`config.mk`:
```
export PLATFORM = sky130hd
export DESIGN_NAME = shifter_arbiter
export DESIGN_NICKNAME = d
export VERILOG_FILES = /design/src/rtl/shifter_arbiter.sv
export SDC_FILE = /design/constraint.sdc
export NUM_CORES = 1
export LEC_CHECK = 0
export CAP_MARGIN = 20
export CELL_PAD_IN_SITES_DETAIL_PLACEMENT = 1
export CELL_PAD_IN_SITES_GLOBAL_PLACEMENT = 2
export CORE_UTILIZATION = 28
export CTS_BUF_LIST = sky130_fd_sc_hd__clkbuf_16
export DETAILED_ROUTE_END_ITERATION = 8
export MAX_ROUTING_LAYER = met4
export PLACE_DENSITY_LB_ADDON = 0.1
export SLEW_MARGIN = 20
export SYNTH_ARGS = -nofsm -noshare
export SYNTH_HDL_FRONTEND = slang
export SYNTH_SLANG_ARGS = --single-unit
```
`constraint.sdc`:
```
create_clock -name clk -period 7 [get_ports clk]
set_clock_uncertainty 0.05 [all_clocks]
set_input_delay 0.7 -clock clk [delete_from_list [all_inputs] [get_ports clk]]
set_output_delay 0.7 -clock clk [all_outputs]
set_load 0.005 [all_outputs]
```
`src/rtl/shifter_arbiter.sv`:
```
// shifter_arbiter: one logical barrel shifter shared by NREQ requesters.
// A round-robin arbiter accepts one job at a time and returns the result
// on a single response channel tagged with the requester id.
//
// Ports:
//   clk, reset            clock, asynchronous active-high reset
//   req_valid/req_ready   per-requester job handshake (ready is one-hot or zero)
//   req_data/amt/lr       packed job payloads, requester i at slice i
//   rsp_valid/rsp_ready   response handshake
//   rsp_data, rsp_id      shifted result and the id of its owner
//   busy                  high while a job is in flight (SHIFT or RESP)
//
// Handshakes: a transfer happens on a rising edge where valid and ready are
// both high. The block never needs valid held after acceptance. req_ready
// is a combinational function of req_valid; rsp_valid is held with stable
// rsp_data/rsp_id until rsp_ready.

module multi_barrel_shifter_mux #(
  parameter int N  = 10,
  parameter int AW = $clog2(N)
) (
  input  logic [N-1:0]  data,
  input  logic [AW-1:0] amt,
  input  logic          lr,      // 0 = left, 1 = right
  output logic [N-1:0]  result
);
  // Stage k conditionally shifts by 2**k; zeros fill vacated bits.
  logic [AW:0][N-1:0] stage;

  assign stage[0] = data;

  for (genvar k = 0; k < AW; k++) begin : g_stage
    localparam int SH = 1 << k;
    assign stage[k+1] = !amt[k] ? stage[k] :
                        (lr ? (stage[k] >> SH) : (stage[k] << SH));
  end

  assign result = stage[AW];
endmodule

module shifter_arbiter #(
  parameter int N    = 10,
  parameter int NREQ = 4,
  parameter int AW   = $clog2(N),
  parameter int IW   = $clog2(NREQ)
) (
  input  logic               clk,
  input  logic               reset,
  input  logic [NREQ-1:0]    req_valid,
  output logic [NREQ-1:0]    req_ready,
  input  logic [NREQ*N-1:0]  req_data,
  input  logic [NREQ*AW-1:0] req_amt,
  input  logic [NREQ-1:0]    req_lr,
  output logic               rsp_valid,
  input  logic               rsp_ready,
  output logic [N-1:0]       rsp_data,
  output logic [IW-1:0]      rsp_id,
  output logic               busy
);
  typedef enum logic [1:0] {IDLE, SHIFT, RESP} state_t;

  // state is left visible by name so checkers can bind to it.
  state_t state, state_next;

  logic [IW-1:0] rr_ptr;
  logic [IW-1:0] grant_idx;
  logic          grant_any;
  logic [IW:0]   cand;

  logic [N-1:0]  sel_data;
  logic [AW-1:0] sel_amt;
  logic          sel_lr;

  logic [N-1:0]  op_data;
  logic [AW-1:0] op_amt;
  logic          op_lr;
  logic [IW-1:0] id_q;
  logic [N-1:0]  shift_out;

  // Round-robin search: walk downward from the farthest candidate so the
  // last hit (closest to rr_ptr, going upward with wrap) wins.
  always_comb begin
    grant_any = 1'b0;
    grant_idx = '0;
    cand      = '0;
    for (int k = NREQ - 1; k >= 0; k--) begin
      cand = {1'b0, rr_ptr} + (IW+1)'(k);
      if (cand >= (IW+1)'(NREQ)) cand = cand - (IW+1)'(NREQ);
      if (req_valid[cand[IW-1:0]]) begin
        grant_any = 1'b1;
        grant_idx = cand[IW-1:0];
      end
    end
  end

  // Payload of the granted requester.
  always_comb begin
    sel_data = '0;
    sel_amt  = '0;
    sel_lr   = 1'b0;
    for (int k = 0; k < NREQ; k++) begin
      if (IW'(k) == grant_idx) begin
        sel_data = req_data[k*N +: N];
        sel_amt  = req_amt[k*AW +: AW];
        sel_lr   = req_lr[k];
      end
    end
  end

  always_comb begin
    req_ready = '0;
    if (state == IDLE && !reset && grant_any) req_ready[grant_idx] = 1'b1;
  end

  always_comb begin
    state_next = state;
    case (state)
      IDLE:    if (grant_any) state_next = SHIFT;
      SHIFT:   state_next = RESP;
      RESP:    if (rsp_ready) state_next = IDLE;
      default: state_next = IDLE;
    endcase
  end

  multi_barrel_shifter_mux #(.N(N), .AW(AW)) u_shifter (
    .data   (op_data),
    .amt    (op_amt),
    .lr     (op_lr),
    .result (shift_out)
  );

  always_ff @(posedge clk or posedge reset) begin
    if (reset) begin
      state    <= IDLE;
      rr_ptr   <= '0;
      op_data  <= '0;
      op_amt   <= '0;
      op_lr    <= 1'b0;
      id_q     <= '0;
      rsp_data <= '0;
      rsp_id   <= '0;
    end else begin
      state <= state_next;
      case (state)
        IDLE: begin
          if (grant_any) begin
            op_data <= sel_data;
            op_amt  <= sel_amt;
            op_lr   <= sel_lr;
            id_q    <= grant_idx;
            rr_ptr  <= (grant_idx == IW'(NREQ - 1)) ? '0 : grant_idx + 1'b1;
          end
        end
        SHIFT: begin
          // Amounts of N or more shift every bit out.
          rsp_data <= ({1'b0, op_amt} >= (AW+1)'(N)) ? '0 : shift_out;
          rsp_id   <= id_q;
        end
        default: ;
      endcase
    end
  end

  assign rsp_valid = (state == RESP);
  assign busy      = (state != IDLE);
endmodule

```
==> flow_summary.yaml, run 1 <==
layout:
  num_antenna_cells: 0
  drive_gt1_share_pct: 7.05
  stdcell_count: 491
  n_fill_cell: 1066
  final_cell_mix: "84 x clkdlybuf4s50_1, 33 x nand2_1, 32 x dfrtp_1"
  finalNetCount: 453
  final_common_cell: "clkdlybuf4s50_1"
  area_growth_pct: 39.1
synthesis:
  syn_inst: 315
  synth_top_area_share_pct: 31.7
  yosysUniqueCellTypes: 48
  yosysSeqAreaShare_pct: 31.7
  syn_area_sq_um: 2610
  synth-edff-count: 0
  yosysTopAreaCell: "dfrtp_1"
  synth_area_leaders: "dfrtp_1 32%, mux2i_1 6.5%, a211o_1 5.0%, a221oi_1 5.0%, nand2_1 4.8%"
  synth_flop_cell: "dfrtp_1"
  synthArstFlopShare_pct: 100
  synth-seq-cells: 33
  post_synth.cell_area_avg_sq_um: 8.28
  syn_nets: 386
  yosysWarnings: 0
grt:
  grt_pass1_wl_microns: 13700
  grt.total_usage_pct: 18.3
  grt_pass1_vias: 2686
  grt_max_degree: 41
  antenna_found_initial: 0
  grt_overflow_total: 0
sta:
  final_hold_viol_count: 0
  max_slew_margin_pct: 29.7
  fin_tns_setup_ps: 0
  finalCriticalPeriod_ps: 4150
  max_freq_mhz: 241
  period_share_pct: 59.3
  finalSetupViolCount: 0
  rsz0062_at_grt: "false"
  tightest_slew_ps: 1050
  postLayoutSetupSlackWorst_ps: 2850
  slew_violations: 0
routing:
  final_antenna_net_count: 0
  viasPerCell: 5.19
  route.vias.total: 2549
  wire_per_inst_microns: 16.9
  drt_pass1_iterations: 6
  drt_iter0_drc: 70
  drc: 0
  routed_wl_microns: 8300
setup_path:
  crit_type: "in -> out"
  cp-startpoint: "req_valid[0]"
  critPathCaptureType: "output port"
  critPathArrivalTime_ps: 3400
  cp.required_ps: 6250
  rr_startpoint: "rr_ptr[1]"
  startpoint_type: "primary input"
  worstPathMaxFanout: 31
placement:
  hpwl_microns: 6040
  portBuffers: 84
  gp_congestion: 0.756
  placed_cells: 483
  dp_slack_ps: 2510
clock_tree:
  ctsHoldBuffers: 0
  cts_setup_buffers: 0
  h-tree-depth: 2
  clkSlewWorstSetupHoldPaths_ps: 50
  cts_tree: "done"
  post_cts_resized: 0
  numCtsBuffers: 5
  cts_root_buffer: "clkbuf_16"
  clockBufferDepth: 2
  clock_latency_ps: 280
  clock-sinks: 33
power:
  internal-power_uw: 864
  p_seq_share_pct: 28.7
  ir_worst_vdd_uv: 130
  power_switching_share_pct: 44.6
  pwr-share-comb_pct: 55.4
  clkPwrFrac_pct: 15.8
  switching_power_uw: 696
  p_leak_nw: 1.53
  powerDensity_nw_per_um2: 430
  power_mw: 1.56
die:
  dieWidth_microns: 98.5
  coreArea_sq_um: 8850
  io_pins: 85
  start_util_pct: 29.5
  core.rowCount: 34
  design.die.area_sq_um: 9700
  die_h_microns: 98.5
min_path:
  min_path_type: "reg -> reg"
  hold_path.startpoint: "rsp_data[7]"
outcome:
  status: "finished clean"
job:
  cap_violations: 0
final timing paths:
| kind | to | slack, ps | cells after the start |
|---|---|---|---|
| max reg2reg | op_amt[2] | 4030 | 8 |
| max | req_ready[2] | 2850 | 8 |
| min | rsp_data[7] | 440 | 2 |
| min in group asynchronous | rsp_id[1] | 790 | 3 |
| min reg2reg | rsp_data[7] | 440 | 2 |
| max in group asynchronous | op_lr | 5750 | 3 |
registers in the layout (all words and copies together) (netlist names):
signal / flops
rsp_id: 2
op_amt: 4
rr_ptr: 2
op_data: 10
op_lr: 1
rsp_data: 10
id_q: 2
state: 2
power groups by stage:
| stage | combinational (mW) | sequential [mW] | clock [mW] |
|---|---|---|---|
| after floorplan | 0.690 | 0.358 | 0 |
| after global placement | 0.859 | 0.450 | 0 |
| after detailed placement | 0.865 | 0.451 | 0 |
| after CTS | 0.874 | 0.448 | 0.254 |
| after global routing | 0.963 | 0.469 | 0.261 |
| final | 0.865 | 0.448 | 0.247 |
stage by stage:
step	hold slack, ps	utilization (%)	cell area, sq um
final	442	41.0	3630
after global routing	482	41.0	3630
after CTS	448	41.0	3620
after detailed placement	433	39.1	3460
after global placement	417	39.1	3460
after floorplan	423	-	2610
metal layers:
layer  routed length, microns  part of all wire (%)  vias up  global-route usage (%)
met4                       87                   1.0        0                    4.48
met3                      284                   3.4        6                    2.41
met5                        0                     0        -                       -
li1                         -                     -     1284                       -
met1                     4130                    50     1185                    24.4
met2                     3800                    46       74                    29.3
layout make-up:
cell class,count,area [sq um],area share [%]
tap,108,135,3.73
clock inverter,3,37.5,1.03
inverter,26,97.6,2.69
timing repair buffer,87,863,23.8
sequential,33,827,22.8
multi-input combinational,229,1540,42.5
clock buffer,5,125,3.45
cell families after synthesis:
family          count (synthesis)  share of synthesized area (%)
fa+ha+maj                       4                           1.92
compound gates                 97                           27.4
mux                            24                           10.6
buf+inv                        53                           9.41
simple gates                  104                           19.1
flops                          33                           31.7
synthesized netlist by cell type, types with 2 or more instances:
cell type and count:
a211o_1 15, a211oi_1 7, a21oi_1 12, a221oi_1 15, a311oi_2 2, a31oi_1 15
and3_1 4, buf_2 10, buf_4 5, buf_6 2, clkbuf_1 10, dfrtp_1 33
ha_1 4, inv_1 26, mux2_2 3, mux2i_1 17, mux4_2 2, nand2_1 33
nand2b_1 12, nand3_1 4, nand4_1 2, nor2_1 28, nor3_1 8, nor4_1 3
o211ai_1 3, o21ai_0 13, o221ai_1 2, o22ai_1 3, o31ai_1 2, or2_2 2
worst max-delay path: stages:
cell	delay, ps
clkdlybuf4s50_1	490
mux2i_1	160
nor2_1	50
nor3_1	510
inv_1	150
ha_1	590
and3_1	310
clkdlybuf4s50_1	440
Power figures use the tool's default switching activity.
==> inputs of run 2 (changes only) <==
CORE_UTILIZATION = 26   (was 28)
clock period = 4.29 ns   (was 7 ns; I/O delays follow)
==> flow_summary.yaml, run 2 (synthesis results as in run 1) <==
die:
  dieWidth_microns: 102
  design.die.area_sq_um: 10400
  start_util_pct: 26.8
  die_h_microns: 102
  core.rowCount: 36
  coreArea_sq_um: 9730
  io_pins: 85
routing:
  wire_per_inst_microns: 16.3
  top_layer: "met4"
  routed_wl_microns: 8460
  drt_pass1_iterations: 4
  drt-met1-wl_microns: 4320
  final_antenna_net_count: 0
  drt_iter0_drc: 63
  met3WireLength_microns: 303
  dr_wl_met2_microns: 3780
  route.vias.total: 2616
  viasPerCell: 5.04
  drc: 0
clock_tree:
  clock-sinks: 33
  h-tree-depth: 2
  clockBufferDepth: 2
  cts_tree: "done"
  clkSlewWorstSetupHoldPaths_ps: 50
  numCtsBuffers: 5
  ctsHoldBuffers: 0
  cts_root_buffer: "clkbuf_16"
  clock_latency_ps: 280
  cts_setup_buffers: 0
  post_cts_resized: 0
power:
  powerDensity_nw_per_um2: 694
  power_mw: 2.55
  p_leak_nw: 1.55
  ir_worst_vdd_uv: 215
sta:
  max_freq_mhz: 297
  finalCriticalPeriod_ps: 3370
  rsz0062_at_grt: "false"
  final_hold_viol_count: 0
  max_slew_margin_pct: 39.8
  period_share_pct: 78.5
  postLayoutSetupSlackWorst_ps: 921
  fin_tns_setup_ps: 0
  finalSetupViolCount: 0
  slew_violations: 0
  tightest_slew_ps: 903
setup_path:
  reg2regPathDepth: 9
  critical_path.top_delay_family: "buffers and inverters"
  critPathCaptureType: "output port"
  cp.required_ps: 3810
  path_cells: "clkdlybuf4s50_1 -> mux2i_1 -> nor2_1 -> nor3_1 -> inv_1 -> ha_1 -> buf_4 -> and3_1 -> clkdlybuf4s50_1"
  cp_common_cell: "clkdlybuf4s50_1"
  cp_num_buf_inv: 4
  reg2reg_slack_ps: 1640
  startpoint_type: "primary input"
  critPathArrivalTime_ps: 2890
  r2r-end: "op_amt[3]"
  slowest_stage: "nor3_1"
  rr_startpoint: "rr_ptr[1]"
  critical-path-max-stage-delay_ps: 540
  crit_type: "in -> out"
  worstPathMaxFanout: 31
placement:
  gp_congestion: 0.778
  hpwl_microns: 6470
  dp_slack_ps: 905
  portBuffers: 84
  placed_cells: 511
grt:
  grt_overflow_total: 0
  grt.total_usage_pct: 18.0
  grt_pass1_wl_microns: 14000
  grt_max_degree: 41
  antenna_found_initial: 0
  grt_pass1_vias: 2802
layout:
  n_fill_cell: 1215
  seqCellArea_sq_um: 827
  top_regs: "op_data (10), rsp_data (10), op_amt (4)"
  final_cell_mix: "84 x clkdlybuf4s50_1, 33 x nand2_1, 32 x dfrtp_1"
  area_growth_pct: 41.1
  finalNetCount: 456
  multi_input_area_sq_um: 1540
  drive_gt1_share_pct: 7.51
  stdcell_count: 519
  final_common_cell: "clkdlybuf4s50_1"
  utilization_pct: 37.8
  num_antenna_cells: 0
outcome:
  status: "finished clean"
min_path:
  worstHoldEndpoint: "rsp_data[7]"
  hold_path.startpoint: "rsp_data[7]"
  min_path_type: "reg -> reg"
  hold_depth: 2
job:
  cap_violations: 0
-- run 2: cell types whose count changed in the layout (fill, tap and decap cells not counted) --
| cell | change |
|---|---|
| ha_2 | -1 |
| buf_4 | +3 |
| ha_1 | +1 |
-- run 2: worst max path at each step --
| stage | from | cells after the start | to |
|---|---|---|---|
| 4_1_cts | req_valid[0] | 9 | req_ready[2] |
| 5_1_grt | req_valid[0] | 9 | req_ready[2] |
| 2_1_floorplan | rr_ptr[1] | 10 | op_data[6] |
| 3_5_place_dp | req_valid[0] | 9 | req_ready[2] |
| 6_report | req_valid[0] | 9 | req_ready[2] |
| 3_3_place_gp | req_valid[0] | 9 | req_ready[2] |
-- run 2: through the flow --
stage	hold slack (ps)	area, sq um
6_report	430	3680
5_1_grt	460	3680
4_1_cts	437	3680
3_5_place_dp	425	3510
3_3_place_gp	416	3510
2_1_floorplan	423	2610
-- run 2: final cells by class --
cell class / count / share of cell area [%]
tap: 133 / 4.52
multi-input combinational: 229 / 41.8
sequential: 33 / 22.5
clock buffer: 5 / 3.40
inverter: 26 / 2.65
clock inverter: 3 / 1.02
timing repair buffer: 90 / 24.1
-- run 2: per-layer routing --
metal,vias to the layer above,global-route usage (%)
met1,1248,24.0
met4,0,3.63
met2,66,28.5
met5,-,-
li1,1298,-
met3,4,3.01
-- run 2: where the power goes --
part           internal, mW  total (mW)  switching [mW]
Clock                 0.270       0.397           0.127
Combinational         0.680        1.40           0.716
Sequential            0.464       0.761           0.297
Total                  1.41        2.55            1.14
-- run 2: worst min-delay path, delay by kind of cell, from the launching register on --
kind | cells | cell delay (ps)
and+or+nand+nor | 2 | 110
DFF | 1 | 340
